--- src/rtl/mem_port_arbiter.sv ---
// Shares Memory port B between req0 (CPU data) and req1 (loader/DMA): round-robin
// grants, locked bursts capped at MAX_BURST beats, and a stall on same-address port A writes.
module mem_port_arbiter #(
    parameter int unsigned dtype     = 16,
    parameter int unsigned lines     = 1000,
    parameter int unsigned addr_len  = $clog2(lines),
    parameter int unsigned MAX_BURST = 4
) (
    input  logic                clock,
    input  logic                reset_n,
    input  logic                req0_valid,
    output logic                req0_ready,
    input  logic                req0_write,
    input  logic                req0_lock,
    input  logic [addr_len-1:0] req0_addr,
    input  logic [dtype-1:0]    req0_wdata,
    output logic                rsp0_valid,
    output logic [dtype-1:0]    rsp0_rdata,
    input  logic                req1_valid,
    output logic                req1_ready,
    input  logic                req1_write,
    input  logic                req1_lock,
    input  logic [addr_len-1:0] req1_addr,
    input  logic [dtype-1:0]    req1_wdata,
    output logic                rsp1_valid,
    output logic [dtype-1:0]    rsp1_rdata,
    output logic [addr_len-1:0] mem_addr,
    output logic [dtype-1:0]    mem_wdata,
    output logic                mem_write,
    input  logic [dtype-1:0]    mem_rdata,
    input  logic                porta_write,
    input  logic [addr_len-1:0] porta_addr
);

    localparam int unsigned CNT_W = $clog2(MAX_BURST) + 1;

    typedef enum logic [1:0] {
        IDLE = 2'd0,
        OWN0 = 2'd1,
        OWN1 = 2'd2
    } state_e;

    state_e              state_q, state_d;
    logic                last_grant_q, last_grant_d;
    logic [CNT_W-1:0]    beat_cnt_q, beat_cnt_d;
    logic                rsp0_valid_q, rsp0_valid_d;
    logic                rsp1_valid_q, rsp1_valid_d;
    logic [dtype-1:0]    rsp0_rdata_q, rsp0_rdata_d;
    logic [dtype-1:0]    rsp1_rdata_q, rsp1_rdata_d;

    logic                sel_valid;
    logic                sel;
    logic                owner_kept;
    logic                sel_write;
    logic                sel_lock;
    logic [addr_len-1:0] sel_addr;
    logic [dtype-1:0]    sel_wdata;
    logic                collide;
    logic                xfer;
    logic [CNT_W-1:0]    cur_cnt;

    // Requester selection: a valid owner keeps the port, otherwise round-robin.
    always_comb begin
        sel_valid  = 1'b0;
        sel        = 1'b0;
        owner_kept = 1'b0;
        if (state_q == OWN0 && req0_valid) begin
            sel_valid  = 1'b1;
            owner_kept = 1'b1;
        end else if (state_q == OWN1 && req1_valid) begin
            sel_valid  = 1'b1;
            sel        = 1'b1;
            owner_kept = 1'b1;
        end else if (req0_valid && req1_valid) begin
            sel_valid = 1'b1;
            sel       = ~last_grant_q;
        end else if (req0_valid || req1_valid) begin
            sel_valid = 1'b1;
            sel       = req1_valid;
        end
        sel_write = sel ? req1_write : req0_write;
        sel_lock  = sel ? req1_lock  : req0_lock;
        sel_addr  = sel ? req1_addr  : req0_addr;
        sel_wdata = sel ? req1_wdata : req0_wdata;
        collide   = sel_valid & sel_write & porta_write & (sel_addr == porta_addr);
        xfer      = sel_valid & ~collide & reset_n;
        // A burst count only carries over while the same owner keeps the grant.
        cur_cnt   = owner_kept ? beat_cnt_q : '0;
    end

    // Next state, port B drive and read-response capture.
    always_comb begin
        state_d      = state_q;
        last_grant_d = last_grant_q;
        beat_cnt_d   = beat_cnt_q;
        rsp0_valid_d = 1'b0;
        rsp1_valid_d = 1'b0;
        rsp0_rdata_d = rsp0_rdata_q;
        rsp1_rdata_d = rsp1_rdata_q;
        mem_addr     = '0;
        mem_wdata    = '0;
        mem_write    = 1'b0;
        req0_ready   = 1'b0;
        req1_ready   = 1'b0;

        if (state_q != IDLE && !owner_kept) begin
            state_d    = IDLE;
            beat_cnt_d = '0;
        end

        if (sel_valid && reset_n) begin
            mem_addr  = sel_addr;
            mem_wdata = sel_wdata;
        end
        mem_write  = xfer & sel_write;
        req0_ready = xfer & ~sel;
        req1_ready = xfer & sel;

        if (xfer) begin
            last_grant_d = sel;
            if (sel_lock && (cur_cnt < CNT_W'(MAX_BURST - 1))) begin
                state_d    = sel ? OWN1 : OWN0;
                beat_cnt_d = cur_cnt + CNT_W'(1);
            end else begin
                state_d    = IDLE;
                beat_cnt_d = '0;
            end
            if (!sel_write) begin
                if (sel) begin
                    rsp1_valid_d = 1'b1;
                    rsp1_rdata_d = mem_rdata;
                end else begin
                    rsp0_valid_d = 1'b1;
                    rsp0_rdata_d = mem_rdata;
                end
            end
        end
    end

    always_ff @(posedge clock or negedge reset_n) begin
        if (!reset_n) begin
            state_q      <= IDLE;
            last_grant_q <= 1'b1;
            beat_cnt_q   <= '0;
            rsp0_valid_q <= 1'b0;
            rsp1_valid_q <= 1'b0;
            rsp0_rdata_q <= '0;
            rsp1_rdata_q <= '0;
        end else begin
            state_q      <= state_d;
            last_grant_q <= last_grant_d;
            beat_cnt_q   <= beat_cnt_d;
            rsp0_valid_q <= rsp0_valid_d;
            rsp1_valid_q <= rsp1_valid_d;
            rsp0_rdata_q <= rsp0_rdata_d;
            rsp1_rdata_q <= rsp1_rdata_d;
        end
    end

    assign rsp0_valid = rsp0_valid_q;
    assign rsp1_valid = rsp1_valid_q;
    assign rsp0_rdata = rsp0_rdata_q;
    assign rsp1_rdata = rsp1_rdata_q;

endmodule

--- config.mk ---
export PLATFORM = sky130hd
export DESIGN_NAME = mem_port_arbiter
export DESIGN_NICKNAME = d
export VERILOG_FILES = /design/src/rtl/mem_port_arbiter.sv
export SDC_FILE = /design/constraint.sdc
export NUM_CORES = 1
export LEC_CHECK = 0
export ABC_AREA = 0
export CAP_MARGIN = 10
export CELL_PAD_IN_SITES_DETAIL_PLACEMENT = 0
export CELL_PAD_IN_SITES_GLOBAL_PLACEMENT = 1
export CORE_ASPECT_RATIO = 1.2
export CORE_MARGIN = 4
export CORE_UTILIZATION = 22
export DETAILED_ROUTE_END_ITERATION = 10
export PLACE_DENSITY_LB_ADDON = 0.2
export SETUP_SLACK_MARGIN = 0.5
export SYNTH_ARGS = -nofsm -noshare
export SYNTH_HDL_FRONTEND = slang
export SYNTH_SLANG_ARGS = --single-unit
export TNS_END_PERCENT = 30
--- constraint.sdc ---
create_clock -name clock -period 2.55 [get_ports clock]
set_input_delay 0.51 -clock clock [delete_from_list [all_inputs] [get_ports clock]]
set_output_delay 0.51 -clock clock [all_outputs]
set_load 0.005 [all_outputs]
==> results_dict.tcl <==
set metrics [dict create \
    rsz0062_at_grt "true" \
    required_ns 2.04 \
    switching_share_pct 28.3 \
    pwr_density_cell_nw_per_um2 630 \
    clock-sinks 40 \
    area_delta_synth_final_pct 135 \
    synth_top_area_share_pct 44.0 \
    antenna_cells 0 \
    grt-ovfl-total 0 \
    p_int_uw 2350 \
    cts_buffers 5 \
    irDropWorstVdd_mv 0.304 \
    endpoint_kind "output port" \
    min_period_over_period_pct 123 \
    relSlewSlack_pct 67.3 \
    drive_gt1_share_pct 37.0 \
    fp.dieH_um 118 \
    crit_start "last_grant_q" \
    grt_usage_pct 15.6 \
    synth_edf_count 0 \
    worstMarginPinSlew_ns 0.491 \
    post_drt_via_cell_ratio 4.43 \
    yosysTopAreaCell "dfrtp_1" \
    fin_crit_ns 3.13 \
    fmax_mhz 320 \
    gp_congestion 0.792 \
    ios 150 \
    hp-class "in2async" \
    htree_levels 2 \
    dp_hpwl_um 6460 \
    ctsHoldBuffers 0 \
    fin_util_pct 53.6 \
    num_rows 39 \
    antenna_found_initial 0 \
    synthCells 282 \
    violations "negative setup slack" \
    grt_max_degree 39 \
    ys_seq_area_share_pct 45.2 \
    critPathKind "reg2out" \
    dr.pass1.iters 4 \
    dieArea_sq_um 11800 \
    drt-initial-drc-count 90 \
    post-synth-top-count-cell "nand2_1" \
    numPortBuffers 149 \
    worstSetupStartpointType "flop" \
    drc 0 \
    syn_nets 370 \
    path_clk_slew_ns 0.06 \
    slew_viol_final 0 \
    power_switching_uw 927 \
    start_util_pct 22.9 \
    synth_cell_types 36 \
    grt_pass1_vias 3018 \
    clock_skew_ns 0.00298 \
    cts_buffer_depth 2 \
    reg2reg_from "last_grant_q" \
    synth_seq_cells 40 \
    finalWorstSetupSlack_ns -0.578 \
    yosys_warnings 0 \
    cp.arrival_ns 2.62 \
    grt_pass1_wl_um 14800 \
    power_frac_comb_pct 48.4 \
    clock_latency_ns 0.28 \
    cp_max_fo 5 \
    core_sq_um 9710 \
    drv_cap 0 \
    wl_um 9660 \
    via_count 2815 \
    synth_area_sq_um 2220 \
    hold_viol_final 0 \
    status "finished, violations left" \
    avgSynthCellArea_sq_um 7.87 \
    root_buffer "clkbuf_16" \
    nNetsFinal 601 \
    wl_per_cell_um 15.2 \
    seqPwrFrac_pct 27.4 \
    tns_ns -8.10 \
    synth_area_leaders "dfrtp_1, nand2_1, a21oi_1" \
    die_w_um 99.7 \
    leakage_uw 0.00243 \
    ys_async_sr_fraction_pct 100 \
    synth_ff_type "dfrtp_1" \
    setup_viol 42 \
    clock_power_share_pct 24.2 \
    synth_common_cells "nand2_1, dfrtp_1, a21oi_1, clkbuf_1, nor2_1" \
    ant_nets 0 \
    cts_tree "done" \
]
[flip-flops by register name, indices dropped and copies added, names as in the netlist]
register	count
rsp1_rdata	16
rsp0_valid	1
state_q	2
last_grant_q	1
beat_cnt_q	3
rsp0_rdata	16
rsp1_valid	1
[layer usage]
layer	wire (um)	global-route usage (%)	part of all wire [%]	vias up
met1	3750	18.0	39	1298
met2	4710	26.5	49	134
met3	984	5.99	10	19
met4	212	4.61	2.2	0
li1	-	-	-	1364
met5	0	0	0	-
[final cells by class]
cell class / instances / area (sq um)
well taps: 123 / 154
clock buffers: 5 / 125
multi-input cells: 223 / 1520
inverters: 4 / 15.0
clock inverters: 2 / 60.1
repair buffers: 239 / 2330
flip-flops and latches: 40 / 1000
fillers: 899 / 4500
[final timing paths]
check                            endpoint  slack [ns]  depth (start not counted)
setup reg to reg               state_q[0]       -0.51                         19
hold reg to reg            rsp1_rdata[11]        0.47                          2
max in group asynchronous   rsp0_rdata[5]        1.82                          2
min in group clock         rsp1_rdata[11]        0.47                          2
setup / recovery               req0_ready       -0.58                         10
hold / removal                 state_q[0]        0.04                          1
[what timing repair did]
action,4_1_cts,5_1_grt
hold endpoints to repair,0,0
gates cloned,3,0
resized for setup,153,85
pin swaps,14,37
buffers inserted,47,7
setup endpoints to repair,69,69
[stage by stage]
step,hold slack (ns),setup slack [ns],cell area (sq um),cells,power [uW]
detailed placement,0.334,-1.05,4100,572,1980
finish,0.0387,-0.578,5210,636,3280
floorplan,0.214,-0.0158,2230,282,1260
CTS,0.0351,-0.589,4830,629,3130
global route,0.0376,-0.712,5210,636,3480
global placement,0.330,-0.966,4100,572,1970
[critical path: stages (launching register included)]
cell and delay [ns]:
dfstp_2 0.58, nand2_2 0.09, a31o_4 0.27, buf_12 0.15, mux2i_4 0.21, xor2_1 0.26
nand3_1 0.16, o31ai_4 0.31, buf_6 0.16, nor2_1 0.04, buf_2 0.11
[layout by cell type (no fill, tap or decap), types with 2 or more instances in the layout]
cell,n
buf_2,27
nand2_1,120
bufinv_16,2
dlygate4sd2_1,2
nor2_1,9
mux2i_4,9
buf_16,3
a21oi_2,12
clkbuf_16,5
xor2_1,3
a21oi_1,5
nand2_4,10
o2bb2ai_2,3
buf_8,3
and2_1,5
inv_1,2
xor2_2,6
buf_6,29
nand3_1,4
dfrtp_1,38
clkinv_1,2
nand2_2,7
clkdlybuf4s50_1,117
nand4_1,3
xnor2_1,2
buf_4,47
buf_12,9
[power groups by stage]
stage	combinational, uW	clock, uW	sequential, uW
6_report	1590	794	898
5_1_grt	1710	841	923
4_1_cts	1410	813	900
3_5_place_dp	1080	0	903
3_3_place_gp	1070	0	900
2_1_floorplan	354	0	904
[cell families (layout without fill, tap and decap cells)]
logic type               Yosys count  after routing  synth area share [%]
AND/OR/NAND/NOR                  167            167                  30.3
buffers and inverters             19            250                  4.06
XOR/XNOR                          11             11                  4.34
AO/OA/AOI/OAI                     33             33                  9.92
flip-flops                        40             40                  45.2
multiplexers                      11             11                  5.69
adder cells (fa/ha/maj)            1              1                 0.564
No activity file was read; power rests on OpenSTA's default activity.
